### src/rtl/mem_arb_pkg.sv
// Shared definitions for the memory port arbiter.
// Contents:
//   - default address/data widths,
//   - owner encoding (which requester holds the port),
//   - FSM state encoding,
//   - width of the starvation counter.
// No ports: this is a package imported by mem_arb_pick and mem_port_arbiter.
package mem_arb_pkg;

  localparam int unsigned DefaultAw = 8;
  localparam int unsigned DefaultDw = 8;

  // Wide enough for the largest legal STARVE_MAX (15).
  localparam int unsigned StarveW = 4;

  typedef enum logic [1:0] {
    OWN_NONE  = 2'd0,
    OWN_FETCH = 2'd1,
    OWN_DATA  = 2'd2,
    OWN_LDR   = 2'd3
  } owner_e;

  typedef enum logic [1:0] {
    ST_IDLE = 2'd0,
    ST_XFER = 2'd1,
    ST_ACK  = 2'd2
  } state_e;

endpackage

### src/rtl/mem_arb_pick.sv
// Combinational winner select for the memory port arbiter.
// Fixed priority loader > data > fetch. A starved fetch (starved=1 while fetch_req=1)
// overrides the fixed order and wins.
// Ports:
//   fetch_req, data_req, ldr_req  in   pending requests
//   starved                       in   starvation counter has reached its limit
//   owner                         out  winner code (mem_arb_pkg::owner_e encoding)
module mem_arb_pick
  import mem_arb_pkg::*;
(
  input  logic       fetch_req,
  input  logic       data_req,
  input  logic       ldr_req,
  input  logic       starved,
  output logic [1:0] owner
);

  always_comb begin
    owner = OWN_NONE;
    if (starved && fetch_req) begin
      owner = OWN_FETCH;
    end else if (ldr_req) begin
      owner = OWN_LDR;
    end else if (data_req) begin
      owner = OWN_DATA;
    end else if (fetch_req) begin
      owner = OWN_FETCH;
    end
  end

endmodule

### src/rtl/mem_port_arbiter.sv
// Arbiter sharing one single-ported memory between instruction fetch, data load/store and
// the external loader. Each access takes three cycles: IDLE (grant, register address/wdata/we),
// XFER (memory access, read data captured at its closing edge), ACK (one-cycle ack pulse to
// the owner). The CPU side stalls until its ack arrives.
//
// Optional feature: define MEM_ARB_STATS_EN to add grant and stall counters.
//
// Ports:
//   clk, rst_n                     clock, synchronous active-low reset
//   fetch_req/fetch_addr           instruction fetch (read only)
//   data_req/data_we/addr/wdata    CPU load/store
//   ldr_req/ldr_we/addr/wdata      external loader
//   fetch_ack, data_ack, ldr_ack   one-cycle completion pulses
//   rdata                          read data, valid while an ack is high, otherwise held
//   mem_addr, mem_wdata, mem_we    registered memory controls
//   mem_rdata                      combinational memory read data for mem_addr
//   busy                           access in progress (XFER or ACK)
//   stat_fetch/data/ldr, stat_stall  grant and stall counters (MEM_ARB_STATS_EN only)
module mem_port_arbiter
  import mem_arb_pkg::*;
#(
  parameter int unsigned AW         = DefaultAw,
  parameter int unsigned DW         = DefaultDw,
  parameter int unsigned STARVE_MAX = 4
`ifdef MEM_ARB_STATS_EN
  ,
  parameter int unsigned STAT_W     = 16
`endif
) (
  input  logic          clk,
  input  logic          rst_n,
  input  logic          fetch_req,
  input  logic [AW-1:0] fetch_addr,
  input  logic          data_req,
  input  logic          data_we,
  input  logic [AW-1:0] data_addr,
  input  logic [DW-1:0] data_wdata,
  input  logic          ldr_req,
  input  logic          ldr_we,
  input  logic [AW-1:0] ldr_addr,
  input  logic [DW-1:0] ldr_wdata,
  output logic          fetch_ack,
  output logic          data_ack,
  output logic          ldr_ack,
  output logic [DW-1:0] rdata,
  output logic [AW-1:0] mem_addr,
  output logic [DW-1:0] mem_wdata,
  output logic          mem_we,
  input  logic [DW-1:0] mem_rdata,
  output logic          busy
`ifdef MEM_ARB_STATS_EN
  ,
  output logic [STAT_W-1:0] stat_fetch,
  output logic [STAT_W-1:0] stat_data,
  output logic [STAT_W-1:0] stat_ldr,
  output logic [STAT_W-1:0] stat_stall
`endif
);

  localparam logic [StarveW-1:0] StarveMaxC = StarveW'(STARVE_MAX);

  state_e               state_q, state_d;
  owner_e               owner_q, owner_d;
  logic [AW-1:0]        addr_q, addr_d;
  logic [DW-1:0]        wdata_q, wdata_d;
  logic                 we_q, we_d;
  logic [DW-1:0]        rdata_q, rdata_d;
  logic [StarveW-1:0]   starve_q, starve_d;

  logic [1:0]           pick_raw;
  owner_e               pick;
  logic                 starved;

  assign starved = (starve_q == StarveMaxC);

  mem_arb_pick u_pick (
    .fetch_req (fetch_req),
    .data_req  (data_req),
    .ldr_req   (ldr_req),
    .starved   (starved),
    .owner     (pick_raw)
  );

  assign pick = owner_e'(pick_raw);

  // Next-state logic. Requests are only looked at in IDLE, so an owner still holding its req
  // during ACK cannot be granted twice.
  always_comb begin
    state_d  = state_q;
    owner_d  = owner_q;
    addr_d   = addr_q;
    wdata_d  = wdata_q;
    we_d     = 1'b0;
    rdata_d  = rdata_q;
    starve_d = starve_q;

    unique case (state_q)
      ST_IDLE: begin
        if (!fetch_req) begin
          starve_d = '0;
        end
        if (pick != OWN_NONE) begin
          state_d = ST_XFER;
          owner_d = pick;
          unique case (pick)
            OWN_FETCH: begin
              addr_d = fetch_addr;
              we_d   = 1'b0;
            end
            OWN_DATA: begin
              addr_d  = data_addr;
              wdata_d = data_wdata;
              we_d    = data_we;
            end
            OWN_LDR: begin
              addr_d  = ldr_addr;
              wdata_d = ldr_wdata;
              we_d    = ldr_we;
            end
            default: ;
          endcase
          // A fetch grant resets starvation; any other grant while fetch waits counts a loss.
          if (pick == OWN_FETCH) begin
            starve_d = '0;
          end else if (fetch_req && !starved) begin
            starve_d = starve_q + 1'b1;
          end
        end
      end
      ST_XFER: begin
        // Memory performs the write on this same closing edge; we_d default drops mem_we.
        rdata_d = mem_rdata;
        state_d = ST_ACK;
      end
      ST_ACK: begin
        state_d = ST_IDLE;
      end
      default: begin
        state_d = ST_IDLE;
      end
    endcase
  end

  always_ff @(posedge clk) begin
    if (!rst_n) begin
      state_q  <= ST_IDLE;
      owner_q  <= OWN_NONE;
      addr_q   <= '0;
      wdata_q  <= '0;
      we_q     <= 1'b0;
      rdata_q  <= '0;
      starve_q <= '0;
    end else begin
      state_q  <= state_d;
      owner_q  <= owner_d;
      addr_q   <= addr_d;
      wdata_q  <= wdata_d;
      we_q     <= we_d;
      rdata_q  <= rdata_d;
      starve_q <= starve_d;
    end
  end

  assign fetch_ack = (state_q == ST_ACK) && (owner_q == OWN_FETCH);
  assign data_ack  = (state_q == ST_ACK) && (owner_q == OWN_DATA);
  assign ldr_ack   = (state_q == ST_ACK) && (owner_q == OWN_LDR);
  assign busy      = (state_q != ST_IDLE);
  assign rdata     = rdata_q;
  assign mem_addr  = addr_q;
  assign mem_wdata = wdata_q;
  assign mem_we    = we_q;

`ifdef MEM_ARB_STATS_EN
  logic [STAT_W-1:0] stat_fetch_q, stat_data_q, stat_ldr_q, stat_stall_q;
  logic              grant;
  logic              stall;

  assign grant = (state_q == ST_IDLE) && (pick != OWN_NONE);
  // One count per cycle in which the CPU side is waiting, regardless of how many ports wait.
  assign stall = (fetch_req && !fetch_ack) || (data_req && !data_ack);

  always_ff @(posedge clk) begin
    if (!rst_n) begin
      stat_fetch_q <= '0;
      stat_data_q  <= '0;
      stat_ldr_q   <= '0;
      stat_stall_q <= '0;
    end else begin
      if (grant && (pick == OWN_FETCH)) stat_fetch_q <= stat_fetch_q + 1'b1;
      if (grant && (pick == OWN_DATA))  stat_data_q  <= stat_data_q + 1'b1;
      if (grant && (pick == OWN_LDR))   stat_ldr_q   <= stat_ldr_q + 1'b1;
      if (stall)                        stat_stall_q <= stat_stall_q + 1'b1;
    end
  end

  assign stat_fetch = stat_fetch_q;
  assign stat_data  = stat_data_q;
  assign stat_ldr   = stat_ldr_q;
  assign stat_stall = stat_stall_q;
`endif

endmodule

### config.mk
export PLATFORM = sky130hd
export DESIGN_NAME = mem_port_arbiter
export DESIGN_NICKNAME = d
export VERILOG_FILES = /design/src/rtl/mem_arb_pkg.sv /design/src/rtl/mem_arb_pick.sv /design/src/rtl/mem_port_arbiter.sv
export SDC_FILE = /design/constraint.sdc
export NUM_CORES = 1
export LEC_CHECK = 0
export ABC_AREA = 1
export CORE_MARGIN = 1.5
export CORE_UTILIZATION = 30
export DETAILED_ROUTE_END_ITERATION = 8
export GPL_ROUTABILITY_DRIVEN = 0
export PLACE_DENSITY = 0.66
export SYNTH_ARGS = -nofsm -noshare
export SYNTH_HDL_FRONTEND = slang
export SYNTH_SLANG_ARGS = --single-unit
### constraint.sdc
create_clock -name clk -period 1.68 [get_ports clk]
set_clock_uncertainty 0.1 [all_clocks]
set_input_delay 0.336 -clock clk [delete_from_list [all_inputs] [get_ports clk]]
set_output_delay 0.336 -clock clk [all_outputs]
set_load 0.05 [all_outputs]
After elaboration in Yosys (flattened, before gate mapping) --
Cells that the tools add are included.
Storage, ports and cells: flip-flop bits (word level) 33, RAM bits 0, latch bits 0, memory bits (read-only) 0, memories kept 0, output and inout bits 29, logic and storage cells 46
Cells by class: eq/ne operators 10, reduce and logical (&&, ||, !) cells 15, $lt $le $gt $ge 0, shifts and indexed selects 0, divide/modulo/power cells 0, bitwise gates (word level) 0, muxes and demuxes 13, add/sub/neg operators 1, multipliers 0
Operator list (count):
- 8-bit case mux with 3 select lines | 1
- 4-bit two-way mux | 4
- 8-bit case mux with 2 select lines | 1
- 2-bit == test (second input constant) | 5
- 3-bit AND reduction | 3
- 2-bit two-way mux | 4
- 2-bit by 1-bit == test with 1-bit output (second input constant) | 3
- 2-bit nonzero test | 3
- 1-bit logical AND | 5
- 4-bit by 1-bit adder with 4-bit output (second input constant) | 1
- 4-bit by 3-bit == test with 1-bit output (second input constant) | 1
- 2-bit case mux with 2 select lines | 1
- 3-bit nonzero test | 1
- 2-bit logical NOT | 1
- 2-bit inequality test (second input constant) | 1
- 1-bit case mux with 2 select lines | 1
- 2-bit AND reduction | 1
- 1-bit logical NOT | 1
- 1-bit two-way mux | 1

Logic depth before layout (Yosys ltp) --
Gate-level depths: netlist of run 1.
depth in word-level cells 7, mapped depth 8, depth with buffers taken out 8

Cells and area by module --
A second synthesis of run 1 with hierarchy kept.
Second synthesis, totals: cells, all modules 223, area total of the unflattened synthesis 1565.3 um2
By module, submodules not included:
- mem_port_arbiter | area an instance 1529.0 um2, cells each 215, instances 1, seq. area each 660.6 um2
- mem_arb_pick | area an instance 36.3 um2, cells each 8, instances 1, seq. area each 0.0 um2

Worst setup path before layout of run 1 --
OpenSTA, ideal clock, no wires.
path type flip-flop to output port, start point reg owner_q[0], end point out fetch_ack, data arrival time 1.468 ns, cell stages (with the launch flop) 3, path buffers 0, setup slack -0.224 ns, path through dfxtp_1 > inv_1 > nor3_1
On the way: word-level cells in the longest chain between the ends 2
RTL lines:
- start, declared | line mem_port_arbiter.sv:63 | owner_e owner_q, owner_d;
- start signal, assigned | line mem_port_arbiter.sv:155 | owner_q <= owner_d;
- 2-bit by 1-bit == test with 1-bit output | line mem_port_arbiter.sv:164 | assign fetch_ack = (state_q == ST_ACK) && (owner_q == OWN_FETCH);
- 1-bit logical AND | line mem_port_arbiter.sv:164
- end, declared | line mem_port_arbiter.sv:42 | output logic fetch_ack,
No other way between the ends.

Worst setup path after layout of run 1 --
start point reg state_q[0], end point out fetch_ack
On the way: word-level cells in the longest chain between the ends 2
RTL lines:
- start, declared | line mem_port_arbiter.sv:62 | state_e state_q, state_d;
- start signal, assigned | line mem_port_arbiter.sv:154 | state_q <= state_d;
- 2-bit == test | line mem_port_arbiter.sv:164
- 1-bit logical AND | line mem_port_arbiter.sv:164
No other way between the ends.

==> flow_summary_export.csv, run 1 <==
group,metric,value,unit
sta,max_slew_margin,73.82,%
worst_setup_path,r2r-start,"starve_q[1]",
hold_path,hold_path_startpoint,"owner_q[1]",
run,drv_cap,0,
clock_network,clock_sinks,33,
clock_network,cts-htree-levels,2,
synthesis,synth_cell_types,25,
sta,setup_tns,0,ns
final_layout,nFillCells,548,
clock_network,cts_setup_buffers,0,
global_routing,grt_pass1_vias,1838,
synthesis,syn_area_per_cell,6.643,um^2
final_layout,fin_area,2793,um^2
synthesis,postSynthCellCount,252,
final_layout,utilization,51.35,%
clock_network,clk_path_buf_depth,2,
sta,setup_ws,0.02258,ns
clock_network,cts_tree,"built",
final_layout,fin_nets,406,
place,port-buffer-count,83,
sta,slew_viol_final,0,
synthesis,synthArstFlopShare,0,%
sta,fin_hold_ws,0.3995,ns
sta,min_period_over_period,98.66,%
die,die_area,6037,um^2
worst_setup_path,criticalPathCategory,"flip-flop to primary output",
synthesis,synth_seq_cells,33,
synthesis,syn-num-nets,309,
worst_setup_path,worst_setup_path_end_kind,"primary output",
sta,setup_viol_count_final,0,
worst_setup_path,cp_top_family,"simple AND/OR/NAND/NOR gates",
global_routing,grt-ovfl-total,0,
sta,rsz0062_at_grt,"yes",
synthesis,ys_warn_count,0,
route,routedWlPerCell,11.16,um
synthesis,syn_area,1674,um^2
global_routing,track_usage,16.48,%
synthesis,synth_flop_cell,"dfxtp_1",
route,num_vias,1901,
sta,hold_viol,0,
power_and_ir_drop,vdd_drop_max,383.7,uV
clock_network,cts_made_buffers,5,
die,die_w,77.70,um
hold_path,hold_path_end,"owner_q[1]",
worst_setup_path,worst-path-buf-inv,2,
sta,period_minus_slack,1.657,ns
clock_network,clkSlewWorstSetupHoldPaths,0.06,ns
hold_path,hp-class,"flip-flop to flip-flop",
worst_setup_path,cp_slowest_stage_delay,0.32,ns
run_status,outcome,"completed",
worst_setup_path,crit_slowest_cell,"dfxtp_1",
global_routing,grt_max_degree,20,
worst_setup_path,cp_cell_sequence,"inv_1, nand2_1, nor3_2, buf_12",
power_and_ir_drop,total_leakage_power,1.326,nW
place,place_area,2644,um^2
die,rows,27,
power_and_ir_drop,p_per_area,899.0,nW/um^2
global_routing,antenna_found_initial,0,
hold_path,whs_path_depth,2,
die,ios,84,
route,routed_wl,4711,um
route,ant_nets,0,
final_layout,layout.cells.non_filler,422,
clock_network,cts_root_buf,"clkbuf_8",
power_and_ir_drop,power,2.511,mW
place,pre_cts_slack,-0.1437,ns
final_layout,syn_to_final_growth,66.82,%
worst_setup_path,reg2reg_slack,0.20,ns
route,drtIter0Drc,52,
route,drc,0,
worst_setup_path,r2r_end,"mem_addr[4]",
clock_network,clk_latency,0.28,ns
worst_setup_path,crit_fanout,3,
worst_setup_path,cp.arrival,1.22,ns
die,initial_core_util,30.78,%
route,via_per_inst,4.505,
worst_setup_path,worst_r2r_path_depth,8,
global_routing,grt_pass1_wl,7969,um
place,dpl.cell_count,414,
worst_setup_path,required,1.24,ns
route,dr.pass1.iters,4,
die,die_height,77.70,um
final_layout,antenna_cells,0,
final_layout,drive_gt1_share,19.71,%
place,dp_hpwl,3542,um
sta,worst_slew_pin_slew,0.3922,ns
sta,timing.fmax,603.3,MHz
synthesis,synth_edf_count,0,
die,coreArea,5439,um^2
worst_setup_path,cp-start-kind,"flip-flop",
synthesis,ys_seq_area_share,39.46,%
## sequential cells by signal, indices dropped and copies added, names as in the netlist
signal	flops
mem_addr	8
owner_q	2
starve_q	4
mem_we	1
state_q	2
mem_wdata	8
rdata	8
## cells by family after synthesis
group	synth area share (%)
adder cells (fa/ha/maj)	1.495
AO/OA/AOI/OAI	10.99
flip-flops	39.46
buffers and inverters	11.96
AND/OR/NAND/NOR	36.10
## tightest hold or removal path, cell delays in order (launching register included)
cell	delay, ns
dfxtp_1	0.33
nand2_1	0.07
a21oi_1	0.05
## cells in the mapped netlist (2+ instances only)
cell / instances / area (um^2)
a21oi_1: 12 / 60.06
a21oi_2: 2 / 17.52
buf_6: 3 / 33.78
clkbuf_1: 3 / 11.26
dfxtp_1: 33 / 660.6
ha_1: 2 / 25.02
inv_1: 35 / 131.4
inv_2: 3 / 11.26
nand2_1: 38 / 142.6
nand2_2: 3 / 18.77
nand3_1: 39 / 195.2
nand4_1: 2 / 12.51
nor2_1: 47 / 176.4
nor3_1: 3 / 15.01
o21ai_0: 17 / 85.08
## how the worst max path moves through the flow
stage,from,end,cells past startpoint
finish,state_q[0],fetch_ack,4
global route,state_q[0],busy,3
CTS,owner_q[0],ldr_ack,3
detailed placement,fetch_req,mem_addr[4],8
global placement,fetch_req,mem_addr[3],8
floorplan,owner_q[0],fetch_ack,2
## layout by cell type (no fill, tap or decap), types with 2 or more instances in the layout
master,instances
clkdlybuf4s50_1,54
nor2_1,46
nand3_1,39
nand2_1,38
buf_4,38
inv_1,35
dfxtp_1,32
o21ai_0,17
a21oi_1,12
clkbuf_8,6
buf_12,5
nand2_2,3
nor3_2,2
inv_2,2
nand4_1,2
a21oi_2,2
## routing by layer
layer | GRT usage [%] | share of wire, % | vias up
met1 | 19.45 | 44 | 816
met2 | 27.57 | 44 | 85
met3 | 6.235 | 11 | 6
li1 | - | - | 994
met5 | 0 | 0 | -
met4 | 4.909 | 1.2 | 0
## final cells by class
class	count	area, um^2	share of cell area [%]
multi-input combinational	172	839.6	30.06
sequential	33	661.9	23.70
clock inverter	1	30.03	1.075
clock buffer	7	86.33	3.091
inverter	39	147.6	5.287
tap	72	90.09	3.226
timing repair buffer	98	937.1	33.56
## power by group
group	internal [mW]	switching, mW
registers	0.865	0.0463
clock network	0.483	0.282
logic	0.336	0.498
## repair_timing
action / in CTS / in global routing
resized for setup: 1 / 8
setup endpoints to repair: 3 / 6
hold buffers: 0 / 0
endpoints found under the hold margin: 0 / 0
pin swaps: 0 / 0
(Power assumes the default switching activity.)
==> inputs of run 2 (changes only) <==
Settings changed: CORE_ASPECT_RATIO set to 1.4, CORE_UTILIZATION 30 to 40, PLACE_DENSITY 0.66 to 0.83.
==> run 2 against run 1 <==
Against the previous run:
- register-to-register slack lost 0.03 ns
- hold slack got worse by 0.0071 ns
- the flow now finishes with violations (design-rule violations)
- via count down 0.26%
==> flow_summary_export.csv, run 2 (synthesis results as in run 1) <==
group,metric,value,unit
run_status,outcome,"complete, but fails checks",
run_status,violations,"design-rule violations",
clock_network,clock_sinks,33,
final_layout,layout.cells.non_filler,394,
clock_network,cts_tree,"built",
route,wirelength_met1,1706,um
run,drv_cap,0,
clock_network,cts-htree-levels,2,
worst_setup_path,r2r_end,"mem_addr[0]",
final_layout,antenna_cells,0,
final_layout,most-common-layout-cells,"54 x clkdlybuf4s50_1, 46 x nor2_1, 39 x nand3_1, 39 x buf_4, 38 x nand2_1",
route,drtIter0Drc,115,
worst_setup_path,worst-path-buf-inv,2,
worst_setup_path,cp_cell_sequence,"inv_1, nor3_2, buf_12",
place,place_area,2628,um^2
worst_setup_path,cp_slowest_stage_delay,0.38,ns
route,ant_nets,0,
sta,min_period_over_period,96.83,%
final_layout,nFillCells,357,
clock_network,cts_root_buf,"clkbuf_8",
die,rows,27,
clock_network,cts_made_buffers,5,
worst_setup_path,required,1.24,ns
clock_network,clk_latency,0.29,ns
worst_setup_path,crit_slowest_cell,"dfxtp_1",
place,pre_cts_slack,-0.1857,ns
worst_setup_path,criticalPathCategory,"flip-flop to primary output",
global_routing,grt_pass1_wl,7472,um
clock_network,clk_path_buf_depth,2,
die,coreArea,3986,um^2
sta,timing.fmax,614.7,MHz
final_layout,syn_to_final_growth,65.17,%
route,topRoutingLayerUsed,"met4",
route,via_per_inst,4.812,
clock_network,clkSlewWorstSetupHoldPaths,0.08,ns
route,drc,6,
hold_path,hp-class,"flip-flop to flip-flop",
worst_setup_path,crit_fanout,3,
sta,period_minus_slack,1.627,ns
die,ios,84,
die,die_height,79.55,um
final_layout,utilization,69.37,%
place,dp_hpwl,3452,um
hold_path,hold_path_end,"starve_q[3]",
final_layout,drive_gt1_share,19.94,%
clock_network,ctsHoldBuffers,0,
worst_setup_path,cp_top_family,"flip-flops",
worst_setup_path,reg2reg_slack,0.17,ns
power_and_ir_drop,vdd_drop_max,548.2,uV
place,port-buffer-count,83,
sta,setup_ws,0.05328,ns
route,routed_wl,4537,um
die,die_area,4588,um^2
sta,setup_viol_count_final,0,
sta,worst_slew_pin_slew,0.4477,ns
worst_setup_path,cp.arrival,1.19,ns
worst_setup_path,worst_r2r_path_depth,8,
route,routedWlPerCell,11.52,um
route,num_vias,1896,
place,dpl.cell_count,386,
power_and_ir_drop,p_per_area,908.3,nW/um^2
worst_setup_path,cp-start-kind,"flip-flop",
sta,hold_viol,0,
hold_path,whs_path_depth,2,
sta,max_slew_margin,70.12,%
global_routing,antenna_found_initial,0,
die,initial_core_util,42.00,%
global_routing,grt_pass1_vias,1759,
global_routing,track_usage,20.73,%
final_layout,fin_area,2765,um^2
hold_path,hold_path_startpoint,"starve_q[3]",
sta,fin_hold_ws,0.3924,ns
route,dr.pass1.iters,6,
final_layout,fin_nets,407,
global_routing,grt_max_degree,20,
power_and_ir_drop,total_leakage_power,1.321,nW
route,met3_length,306,um
die,die_w,57.68,um
sta,setup_tns,0,ns
global_routing,grt-ovfl-total,0,
worst_setup_path,r2r-start,"starve_q[1]",
route,dr_wl_met2,2464,um
sta,rsz0062_at_grt,"yes",
power_and_ir_drop,power,2.511,mW
final_layout,final_common_cell,"clkdlybuf4s50_1",
worst_setup_path,worst_setup_path_end_kind,"primary output",
sta,slew_viol_final,0,
==> run 2: worst reg2reg max path, delay by kind of cell (launching register included) <==
kind / cells / cell delay (ns)
adders and majority gates: 1 / 0.21
buffers and inverters: 2 / 0.31
DFF: 1 / 0.32
and+or+nand+nor: 5 / 0.47
==> run 2: cell type report <==
cell class / instances / area (um^2) / area share (%)
Clock buffer: 5 / 68.82 / 2.489
Clock inverter: 3 / 46.29 / 1.674
Multi-Input combinational cell: 172 / 833.3 / 30.14
Tap cell: 43 / 53.80 / 1.946
Timing Repair Buffer: 99 / 953.4 / 34.48
Inverter: 39 / 148.9 / 5.385
Sequential cell: 33 / 660.6 / 23.89
==> run 2: how the worst max path moves through the flow <==
stage	cells after the start	from	end
CTS	4	state_q[0]	fetch_ack
floorplan	2	owner_q[0]	fetch_ack
global route	3	owner_q[0]	ldr_ack
finish	3	owner_q[1]	data_ack
detailed placement	8	fetch_req	mem_addr[0]
global placement	8	fetch_req	mem_addr[0]
==> run 2: metal layers <==
layer / vias to the layer above / track usage, %
li1: 997 / -
met2: 61 / 39.09
met1: 833 / 21.46
met3: 5 / 5.673
met5: - / 0
met4: 0 / 6.744
==> run 2: what timing repair did <==
| action | CTS | global route |
|---|---|---|
| pin swaps | 0 | 0 |
| setup buffers | 0 | 0 |
| endpoints found under the setup margin | 1 | 8 |
| resized for setup | 1 | 6 |
==> run 2: power by group <==
| part | internal [mW] | switching, mW |
|---|---|---|
| combinational | 0.347 | 0.498 |
| sequential | 0.864 | 0.0472 |
| clock | 0.444 | 0.312 |
==> inputs of run 3 (changes only) <==
Settings changed: SKIP_LAST_GASP set to 1.
==> results of run 3 <==
Final layout, timing and power as in run 2 (identical DEF).
